==> config.mk <==
export PLATFORM = sky130hd
export DESIGN_NAME = pwm_ramp_monitor
export DESIGN_NICKNAME = d
export VERILOG_FILES = /design/src/rtl/pwm_pkg.sv /design/src/rtl/pwm_window_meter.sv /design/src/rtl/pwm_ramp_monitor.sv
export SDC_FILE = /design/constraint.sdc
export NUM_CORES = 1
export LEC_CHECK = 0
export ABC_AREA = 1
export BUFFER_PORTS_ARGS = -buffer_cell sky130_fd_sc_hd__buf_2
export CAP_MARGIN = 20
export CORE_AREA = 5 5 78 80
export DETAILED_ROUTE_END_ITERATION = 7
export DIE_AREA = 0 0 83 85
export GPL_ROUTABILITY_DRIVEN = 1
export PLACE_DENSITY = 0.76
export RECOVER_POWER = 50
export SYNTH_ARGS = -nofsm -noshare
export SYNTH_HDL_FRONTEND = slang
export SYNTH_SLANG_ARGS = --single-unit
==> constraint.sdc <==
create_clock -name clk_1mhz -period 4.5 [get_ports clk_1mhz]
set_clock_uncertainty 0.2 [all_clocks]
set_input_delay 0.225 -clock clk_1mhz [delete_from_list [all_inputs] [get_ports clk_1mhz]]
set_output_delay 0.225 -clock clk_1mhz [all_outputs]
set_load 0.05 [all_outputs]
==> src/rtl/pwm_pkg.sv <==
// Shared defaults, step codes and ramp state encoding for the PWM ramp monitor.
package pwm_pkg;

  localparam int PERIOD_US_DEF = 100;
  localparam int DUTY_TOL_DEF  = 2;

  localparam logic [2:0] STEP_0    = 3'd0;
  localparam logic [2:0] STEP_25   = 3'd1;
  localparam logic [2:0] STEP_50   = 3'd2;
  localparam logic [2:0] STEP_75   = 3'd3;
  localparam logic [2:0] STEP_100  = 3'd4;
  localparam logic [2:0] STEP_NONE = 3'd7;

  typedef enum logic [2:0] {
    RS_IDLE = 3'd0,
    RS_R25  = 3'd1,
    RS_R50  = 3'd2,
    RS_R75  = 3'd3,
    RS_R100 = 3'd4,
    RS_DONE = 3'd5
  } ramp_state_t;

  function automatic logic [2:0] classify_duty(input logic [6:0] d, input int tol);
    int dv;
    dv = int'(d);
    if (dv <= tol)                          return STEP_0;
    else if (dv >= 25 - tol && dv <= 25 + tol) return STEP_25;
    else if (dv >= 50 - tol && dv <= 50 + tol) return STEP_50;
    else if (dv >= 75 - tol && dv <= 75 + tol) return STEP_75;
    else if (dv >= 100 - tol)               return STEP_100;
    else                                    return STEP_NONE;
  endfunction

endpackage

==> src/rtl/pwm_window_meter.sv <==
// Synchronizes pwm_in, detects rising edges and measures high time per
// PERIOD_US-cycle window; windows re-align to rising edges.
module pwm_window_meter
  import pwm_pkg::*;
#(
  parameter int PERIOD_US = PERIOD_US_DEF
) (
  input  logic       clk_1mhz,
  input  logic       reset,
  input  logic       pwm_in,
  output logic [6:0] duty,
  output logic       duty_valid,
  output logic       period_err
);

  localparam int CW = $clog2(PERIOD_US + 1);

  logic          s_meta, s, s_prev;
  logic [CW-1:0] cnt_q, high_q, cnt_c, high_c;
  logic          locked_q, first, rise, early;

  always_ff @(posedge clk_1mhz) begin
    if (reset) begin
      s_meta <= 1'b0;
      s      <= 1'b0;
      s_prev <= 1'b0;
    end else begin
      s_meta <= pwm_in;
      s      <= s_meta;
      s_prev <= s;
    end
  end

  // cnt_q == 0 marks that the current cycle opens a fresh window
  assign rise   = s & ~s_prev;
  assign first  = (cnt_q == '0);
  assign cnt_c  = first ? CW'(1) : cnt_q + CW'(1);
  assign high_c = first ? CW'(s) : high_q + CW'(s);
  assign early  = rise && !first && (cnt_c < CW'(PERIOD_US));

  always_ff @(posedge clk_1mhz) begin
    if (reset) begin
      cnt_q      <= '0;
      high_q     <= '0;
      locked_q   <= 1'b0;
      duty       <= '0;
      duty_valid <= 1'b0;
      period_err <= 1'b0;
    end else begin
      duty_valid <= 1'b0;
      period_err <= 1'b0;
      if (early) begin
        // edge cycle becomes cnt=1 of the new window; s is 1 here
        period_err <= locked_q;
        locked_q   <= 1'b1;
        cnt_q      <= CW'(1);
        high_q     <= CW'(1);
      end else begin
        if (first) locked_q <= rise;
        if (cnt_c == CW'(PERIOD_US)) begin
          duty       <= 7'(high_c);
          duty_valid <= 1'b1;
          cnt_q      <= '0;
          high_q     <= '0;
        end else begin
          cnt_q  <= cnt_c;
          high_q <= high_c;
        end
      end
    end
  end

endmodule

==> src/rtl/pwm_ramp_monitor.sv <==
// Classifies each measured duty into a step and watches for a held
// 25/50/75/100% ramp, flagging completion with a sticky output.
module pwm_ramp_monitor
  import pwm_pkg::*;
#(
  parameter int PERIOD_US = PERIOD_US_DEF,
  parameter int DUTY_TOL  = DUTY_TOL_DEF,
  parameter int MIN_HOLD  = 2400
) (
  input  logic       clk_1mhz,
  input  logic       reset,
  input  logic       pwm_in,
  input  logic       clear,
  output logic [6:0] duty,
  output logic       duty_valid,
  output logic       period_err,
  output logic [2:0] step,
  output logic       ramp_complete
);

  localparam logic [11:0] HOLD_MIN = 12'(MIN_HOLD);

  ramp_state_t state_q, state_d;
  logic [11:0] hold_q, hold_d;
  logic [2:0]  step_c, want_c, next_c;

  pwm_window_meter #(.PERIOD_US(PERIOD_US)) u_meter (
    .clk_1mhz   (clk_1mhz),
    .reset      (reset),
    .pwm_in     (pwm_in),
    .duty       (duty),
    .duty_valid (duty_valid),
    .period_err (period_err)
  );

  assign step_c = classify_duty(duty, DUTY_TOL);

  always_comb begin
    state_d = state_q;
    hold_d  = hold_q;
    want_c  = STEP_NONE;
    next_c  = STEP_NONE;
    case (state_q)
      RS_R25:  begin want_c = STEP_25;  next_c = STEP_50;  end
      RS_R50:  begin want_c = STEP_50;  next_c = STEP_75;  end
      RS_R75:  begin want_c = STEP_75;  next_c = STEP_100; end
      RS_R100: want_c = STEP_100;
      default: ;
    endcase

    if (period_err) begin
      state_d = RS_IDLE;
      hold_d  = '0;
    end else if (duty_valid && state_q != RS_DONE) begin
      if (state_q != RS_IDLE && step_c == want_c) begin
        hold_d = (hold_q == '1) ? hold_q : hold_q + 12'd1;
        if (state_q == RS_R100 && hold_d >= HOLD_MIN) state_d = RS_DONE;
      end else if (next_c != STEP_NONE && step_c == next_c && hold_q >= HOLD_MIN) begin
        state_d = ramp_state_t'(state_q + 3'd1);
        hold_d  = 12'd1;
      end else if (step_c == STEP_25) begin
        state_d = RS_R25;
        hold_d  = 12'd1;
      end else begin
        state_d = RS_IDLE;
        hold_d  = '0;
      end
    end

    // clearing a finished ramp rearms the tracker
    if (clear && (state_q == RS_DONE || state_d == RS_DONE)) begin
      state_d = RS_IDLE;
      hold_d  = '0;
    end
  end

  always_ff @(posedge clk_1mhz) begin
    if (reset) begin
      state_q       <= RS_IDLE;
      hold_q        <= '0;
      step          <= STEP_0;
      ramp_complete <= 1'b0;
    end else begin
      state_q <= state_d;
      hold_q  <= hold_d;
      if (duty_valid) step <= step_c;
      if (clear) ramp_complete <= 1'b0;
      else if (state_d == RS_DONE && state_q != RS_DONE) ramp_complete <= 1'b1;
    end
  end

endmodule

## After elaboration in Yosys (flattened, before gate mapping)

Cells that the tools add are included.

| word-level totals | value |
|---|---|
| register bits | 46 |
| bits of input ports | 4 |
| output and inout bits | 13 |
| word-level logic and storage cells | 97 |

| operators by class | value |
|---|---|
| add/sub/neg operators | 4 |
| magnitude comparators | 11 |
| equality and inequality tests | 14 |
| mux-type cells | 27 |
| bitwise logic cells | 3 |
| reductions and logical operators | 23 |

Operators by type and width:

| kind | count |
|---|---|
| 2-to-1 mux 3 bit | 10 |
| greater-or-equal comparator 12 bit (second input constant) | 2 |
| 2-to-1 mux 12 bit | 2 |
| greater-or-equal comparator 7 bit (second input constant) | 2 |
| 2-to-1 mux 7 bit | 2 |
| adder 12 x 1 -> 12 bit (second input constant) | 1 |
| equality test 12 bit (second input constant) | 1 |
| equality test 3 bit (second input constant) | 4 |
| logical AND 1 bit | 12 |
| case mux 3 bit (4 select lines) | 1 |
| 2-to-1 mux 1 bit | 10 |
| case mux 3 bit (3 select lines) | 1 |
| adder 7 x 1 -> 7 bit | 1 |
| adder 7 x 1 -> 7 bit (second input constant) | 1 |
| equality test 7 bit (second input constant) | 1 |
| greater-or-equal comparator 7 x 5 -> 1 bit (second input constant) | 1 |
| greater-or-equal comparator 7 x 6 -> 1 bit (second input constant) | 1 |
| less-or-equal comparator 7 x 2 -> 1 bit (second input constant) | 1 |
| less-or-equal comparator 7 x 5 -> 1 bit (second input constant) | 1 |
| less-or-equal comparator 7 x 6 -> 1 bit (second input constant) | 1 |
| less-or-equal comparator 7 bit (second input constant) | 1 |
| zero test 7 bit | 1 |
| < comparator 7 bit (second input constant) | 1 |
| equality test 3 x 1 -> 1 bit (second input constant) | 2 |
| other kinds (14) | 21 |

## Depth between registers and ports, before layout

| logic depth | value |
|---|---|
| depth after elaboration | 19 |
| gate-level depth with buffers | 20 |

## Hierarchy

Synthesis repeated with hierarchy kept, for this count alone.

| second synthesis, totals | value |
|---|---|
| cells, all modules | 458 |
| area total of the unflattened synthesis | 2,975.4 sq um |

By module, submodules not included:

| module | instances | cells an instance | area each (sq um) |
|---|---|---|---|
| pwm_ramp_monitor | 1 | 295 | 1,778.0 |
| pwm_window_meter | 1 | 163 | 1,197.4 |

## Least setup slack after synthesis

No wires, ideal clock.

| timing | value |
|---|---|
| kind | reg-to-reg |
| from | register u_meter.duty[2] |
| to | register hold_q[1] |
| arrival | 2,364 ps |
| path slack | 1,819 ps |
| stages on the path, launching flop included | 19 |
| buffers on the path | 1 |
| path through | dfxtp_1 -> nand2_1 -> nand3_1 -> nor2_2 -> nor2_4 -> nand2_1 -> nand2_2 -> nand3_2 -> nor2_8 -> inv_4 -> nand2_2 -> nand2_1 -> nand2_1 -> nand2_2 -> o21bai_4 -> nand2_2 -> nand2_2 -> buf_6 -> nor2_1 |

| between the ends | value |
|---|---|
| word-level cells in the longest chain between the ends | 17 |

RTL lines:

| element | RTL line | text |
|---|---|---|
| start: declaration | pwm_window_meter.sv:11 | `output logic [6:0] duty,` |
| start signal: assignment | pwm_window_meter.sv:61 | `duty <= 7'(high_c);` |
| greater-or-equal comparator 7 bit, or another cell as far along | pwm_pkg.sv:30 | `else if (dv >= 100 - tol) return STEP_100;` |
| 2-to-1 mux 2 bit or logical AND 1 bit (tied branches) | pwm_pkg.sv:30, pwm_pkg.sv:29 |  |
| 2-to-1 mux 3 bit | pwm_pkg.sv:29 | `else if (dv >= 75 - tol && dv <= 75 + tol) return STEP_75;` |
| 2-to-1 mux 3 bit | pwm_pkg.sv:28 | `else if (dv >= 50 - tol && dv <= 50 + tol) return STEP_50;` |
| 2-to-1 mux 3 bit | pwm_pkg.sv:27 | `else if (dv >= 25 - tol && dv <= 25 + tol) return STEP_25;` |
| 2-to-1 mux 3 bit (*) | pwm_pkg.sv:26 | `if (dv <= tol) return STEP_0;` |
| equality test 3 bit | pwm_ramp_monitor.sv:58 | `end else if (next_c != STEP_NONE && step_c == next_c && hold_q >= HOLD_MIN) begin` |
| logical AND 1 bit (2 in series) | pwm_ramp_monitor.sv:58 |  |
| 2-to-1 mux 3 bit | pwm_ramp_monitor.sv:58 |  |
| 2-to-1 mux 3 bit | pwm_ramp_monitor.sv:55 | `if (state_q != RS_IDLE && step_c == want_c) begin` |
| 2-to-1 mux 3 bit | pwm_ramp_monitor.sv:54 | `end else if (duty_valid && state_q != RS_DONE) begin` |
| 2-to-1 mux 3 bit | pwm_ramp_monitor.sv:51 | `if (period_err) begin` |
| equality test 3 bit | pwm_ramp_monitor.sv:71 | `if (clear && (state_q == RS_DONE \|\| state_d == RS_DONE)) begin` |
| logical OR 1 bit | pwm_ramp_monitor.sv:71 |  |
| logical AND 1 bit | pwm_ramp_monitor.sv:71 |  |
| OR reduction 3 bit (no line) | - |  |
| end signal: assignment | pwm_ramp_monitor.sv:85 | `hold_q <= hold_d;` |
| end: declaration | pwm_ramp_monitor.sv:24 | `logic [11:0] hold_q, hold_d;` |

Mark *: on every way between the ends. The rest lies on a longest branch, timed or not.
A chain may end at the register's enable or synchronous reset.

## Worst setup path after layout

| timing | value |
|---|---|
| from | register hold_q[1] |
| to | register hold_q[1] |

| between the ends | value |
|---|---|
| word-level cells in the longest chain between the ends | 12 |

RTL lines:

| element | RTL line | text |
|---|---|---|
| adder 12 x 1 -> 12 bit or equality test 12 bit (tied branches) | pwm_ramp_monitor.sv:56 | `hold_d = (hold_q == '1) ? hold_q : hold_q + 12'd1;` |
| 2-to-1 mux 12 bit | pwm_ramp_monitor.sv:56 |  |
| greater-or-equal comparator 12 bit | pwm_ramp_monitor.sv:57 | `if (state_q == RS_R100 && hold_d >= HOLD_MIN) state_d = RS_DONE;` |
| logical AND 1 bit | pwm_ramp_monitor.sv:57 |  |
| 2-to-1 mux 3 bit | pwm_ramp_monitor.sv:57 |  |
| 2-to-1 mux 3 bit | pwm_ramp_monitor.sv:55 |  |
| 2-to-1 mux 3 bit | pwm_ramp_monitor.sv:54 |  |
| 2-to-1 mux 3 bit | pwm_ramp_monitor.sv:51 |  |
| equality test 3 bit | pwm_ramp_monitor.sv:71 |  |
| logical OR 1 bit | pwm_ramp_monitor.sv:71 |  |
| logical AND 1 bit | pwm_ramp_monitor.sv:71 |  |
| OR reduction 3 bit (no line) | - |  |

Parallel ways exist; a longest one is shown, timed or not.

==> results.toml <==
[floorplan]
ios = 17
die_w_um = 83
fp-row-count = 27
core_area_mm2 = 0.00534
dieHeight_um = 85
dieArea_mm2 = 0.00706
start_util_pct = 52.1

[worst_setup_path]
rrSetupSlack_ns = 1.47
worstSetupPathType = "flip-flop to flip-flop"
crit_family = "simple AND/OR/NAND/NOR gates"
required_ns = 4.48
max_stage_delay_ns = 0.42
path_common_cell = "nand2_1"
slowest_stage = "dfxtp_1"
cp_num_cells = 18
arrival_ns = 3.01
cp_num_buf_inv = 2
crit_chain = "ha_1, inv_2, nor2_1, nand3_1, inv_1, nor2_1, nand2_1, nand2_1, nand2_1, nand2_1, nand3_1, nand3_1, nand2_1, nand2_2, o21bai_4, nand2_2, nand2_2, nor2_1"
crit_path_max_fanout = 13
r2r_start = "hold_q[1]$_SDFFE_PP0P_"
crit_path_start_kind = "flip-flop"
reg2regPathDepth = 18
r2r_end = "hold_q[1]$_SDFFE_PP0P_"
end_kind = "flip-flop"

[clock_network]
clock_sinks = 46
post_cts_buffers = 0
cts_tree = "built"
clk_latency_ns = 0.30
clock_path_buffers = 2
cts_made_buffers = 5
clk_pin_slew_worst_paths_ns = 0.09
htree_levels = 2
cts_resized = 0
cts_root_buf = "clkbuf_8"

[sta]
clock.fmax_ghz = 0.330
fin_ws_ns = 1.47
final_max_slew_viol_count = 0
fin_setup_tns_ns = 0
setup_viol_count_final = 0
finalHoldViolCount = 0
hold_ws_ns = 0.0332
min_period_ns = 3.03
rsz0062_at_grt = "no"
finalCritPeriodShare_pct = 67.3
maxSlewHeadroom_pct = 59.3
tightest_slew_ns = 0.613

[global_routing]
grt_pass1_wl_um = 10400
grt_overflow = 0
grt_max_degree = 21
grt_pass1_vias = 2376
antenna_found_initial = 0
track_usage_pct = 17.5

[pwr]
p_comb_share_pct = 5.6
internal-power_uw = 535
pwr-share-clk_pct = 35.6
power_switching_uw = 173
p_leak_uw = 0.00124
ir_drop_mv = 0.215
switching_share_pct = 24.4
power-per-cell-area_mw_per_mm2 = 236
power_frac_seq_pct = 58.7

[detailed_routing]
vias = 2627
ant_nets = 0
wl_per_cell_um = 11.5
drt_first_iter_violations = 178
vias_per_cell = 5.09
route.detailed.drc = 0
first_pass_iters = 4
routed_wl_um = 5910

[hold_path]
hold_class = "input pin to flip-flop"
whs_path_depth = 3
hp-start = "clear"
timing.hold.worst_endpoint = "ramp_complete$_SDFFE_PP0P_"

[logic_synthesis]
synth_area_leaders = "dfxtp_1 33%, nand2_1 12%, inv_1 8.8%, nand3_1 7.9%, nor2_1 7.8%"
synth.avg_cell_area_um2 = 6.57
synth_commonest_cells = "88 x nand2_1, 65 x inv_1, 58 x nor2_1"
synthCells = 423
ys_ff_latch = 46
synth_top_area_share_pct = 33.1
synth_cell_types = 34
yosysMostFrequentCell = "nand2_1"
synth_nets = 438
synth_top_cell_by_area = "dfxtp_1"
synth_area_mm2 = 0.00278
ys.flop_type = "dfxtp_1"
synth_edf_count = 0
seq_area_frac_synth_pct = 33.1
ys.warnings.count = 0
async_flop_share_pct = 0

[placed_design]
dp_hpwl_um = 4620
dp_slack_ns = 1.51
gp_congestion = 0.894
place.port_buffers = 16

[flow_run]
maxCapViolCount = 0

[cells_and_area]
areaGrowthSynthToFinish_pct = 8.15
antenna_cells = 0
fin_nets = 458
fin_util_pct = 56.3
drive_above_1_share_pct = 8.56

[run_status]
status = "finished, final reports clean"
-- metrics by stage --
| step | instance area [µm²] | instances | total power, µW |
|---|---|---|---|
| 2_1_floorplan | 2780 | 423 | 456 |
| 3_3_place_gp | 2910 | 505 | 462 |
| 3_5_place_dp | 2910 | 505 | 464 |
| 4_1_cts | 3030 | 516 | 720 |
| 5_1_grt | 3010 | 516 | 744 |
| 6_report | 3010 | 516 | 708 |
-- layer usage --
metal,wire length [µm],vias up,GRT usage [%]
li1,-,1387,-
met1,2820,1177,22.3
met2,2760,57,30.0
met3,270,6,3.59
met4,61,0,5.05
met5,0,-,0
-- state kept, by name (all words and copies together), names as in the netlist, 3 cells and up --
name	flops
state_q	3
step	3
u_meter.duty	7
hold_q	12
u_meter.high_q	7
u_meter.cnt_q	7
-- repair_timing --
action	CTS	global route
hold buffers	3	0
setup endpoints to repair	0	0
hold endpoints to repair	3	0
-- final cells by class --
type / count / area [µm²]
tap: 72 / 90.1
fill: 545 / 2330
inverter: 72 / 273
clock inverter: 3 / 21.3
multi-input combinational: 299 / 1540
sequential: 46 / 921
clock buffer: 5 / 68.8
timing repair buffer: 19 / 92.6
-- worst reg2reg max path, delay by kind of cell (launching register included) --
kind / cells / cell delay (ns)
compound gates: 1 / 0.14
fa+ha+maj: 1 / 0.34
buf+inv: 2 / 0.25
flops: 1 / 0.42
simple gates: 14 / 1.57
-- cells by family after synthesis --
kind of cell,share of synthesized area (%)
flops,33.1
compound gates,11.3
fa+ha+maj,4.95
simple gates,36.9
buf+inv,11.2
xor+xnor,2.52
-- cells in the final DEF (no fill, tap or decap), types with 11 or more instances in the layout --
cell / count
a21oi_1: 15
nor2_1: 59
clkbuf_1: 14
inv_1: 65
o21ai_0: 20
nand2_1: 88
ha_1: 11
nand3_1: 45
dfxtp_1: 46
-- worst max-delay path by stage --
| stage | startpoint | end | slack [ns] |
|---|---|---|---|
| finish | hold_q[1]$_SDFFE_PP0P_ | hold_q[1]$_SDFFE_PP0P_ | 1.47 |
| global placement | hold_q[1]$_SDFFE_PP0P_ | hold_q[7]$_SDFFE_PP0P_ | 1.66 |
| detailed placement | hold_q[1]$_SDFFE_PP0P_ | hold_q[1]$_SDFFE_PP0P_ | 1.51 |
| global route | hold_q[1]$_SDFFE_PP0P_ | hold_q[0]$_SDFFE_PP0P_ | 1.15 |
| floorplan | u_meter.duty[2]$_SDFFE_PP0P_ | hold_q[1]$_SDFFE_PP0P_ | 1.82 |
| CTS | hold_q[1]$_SDFFE_PP0P_ | hold_q[1]$_SDFFE_PP0P_ | 1.49 |
-- power by group through the flow --
| stage | Clock, µW | Combinational, µW | Sequential [µW] |
|---|---|---|---|
| 2_1_floorplan | 0 | 30.6 | 425 |
| 3_3_place_gp | 0 | 36.8 | 426 |
| 3_5_place_dp | 0 | 37.8 | 426 |
| 4_1_cts | 263 | 40.2 | 416 |
| 5_1_grt | 280 | 47.1 | 417 |
| 6_report | 252 | 39.8 | 416 |
No activity file was read; power rests on OpenSTA's default activity.
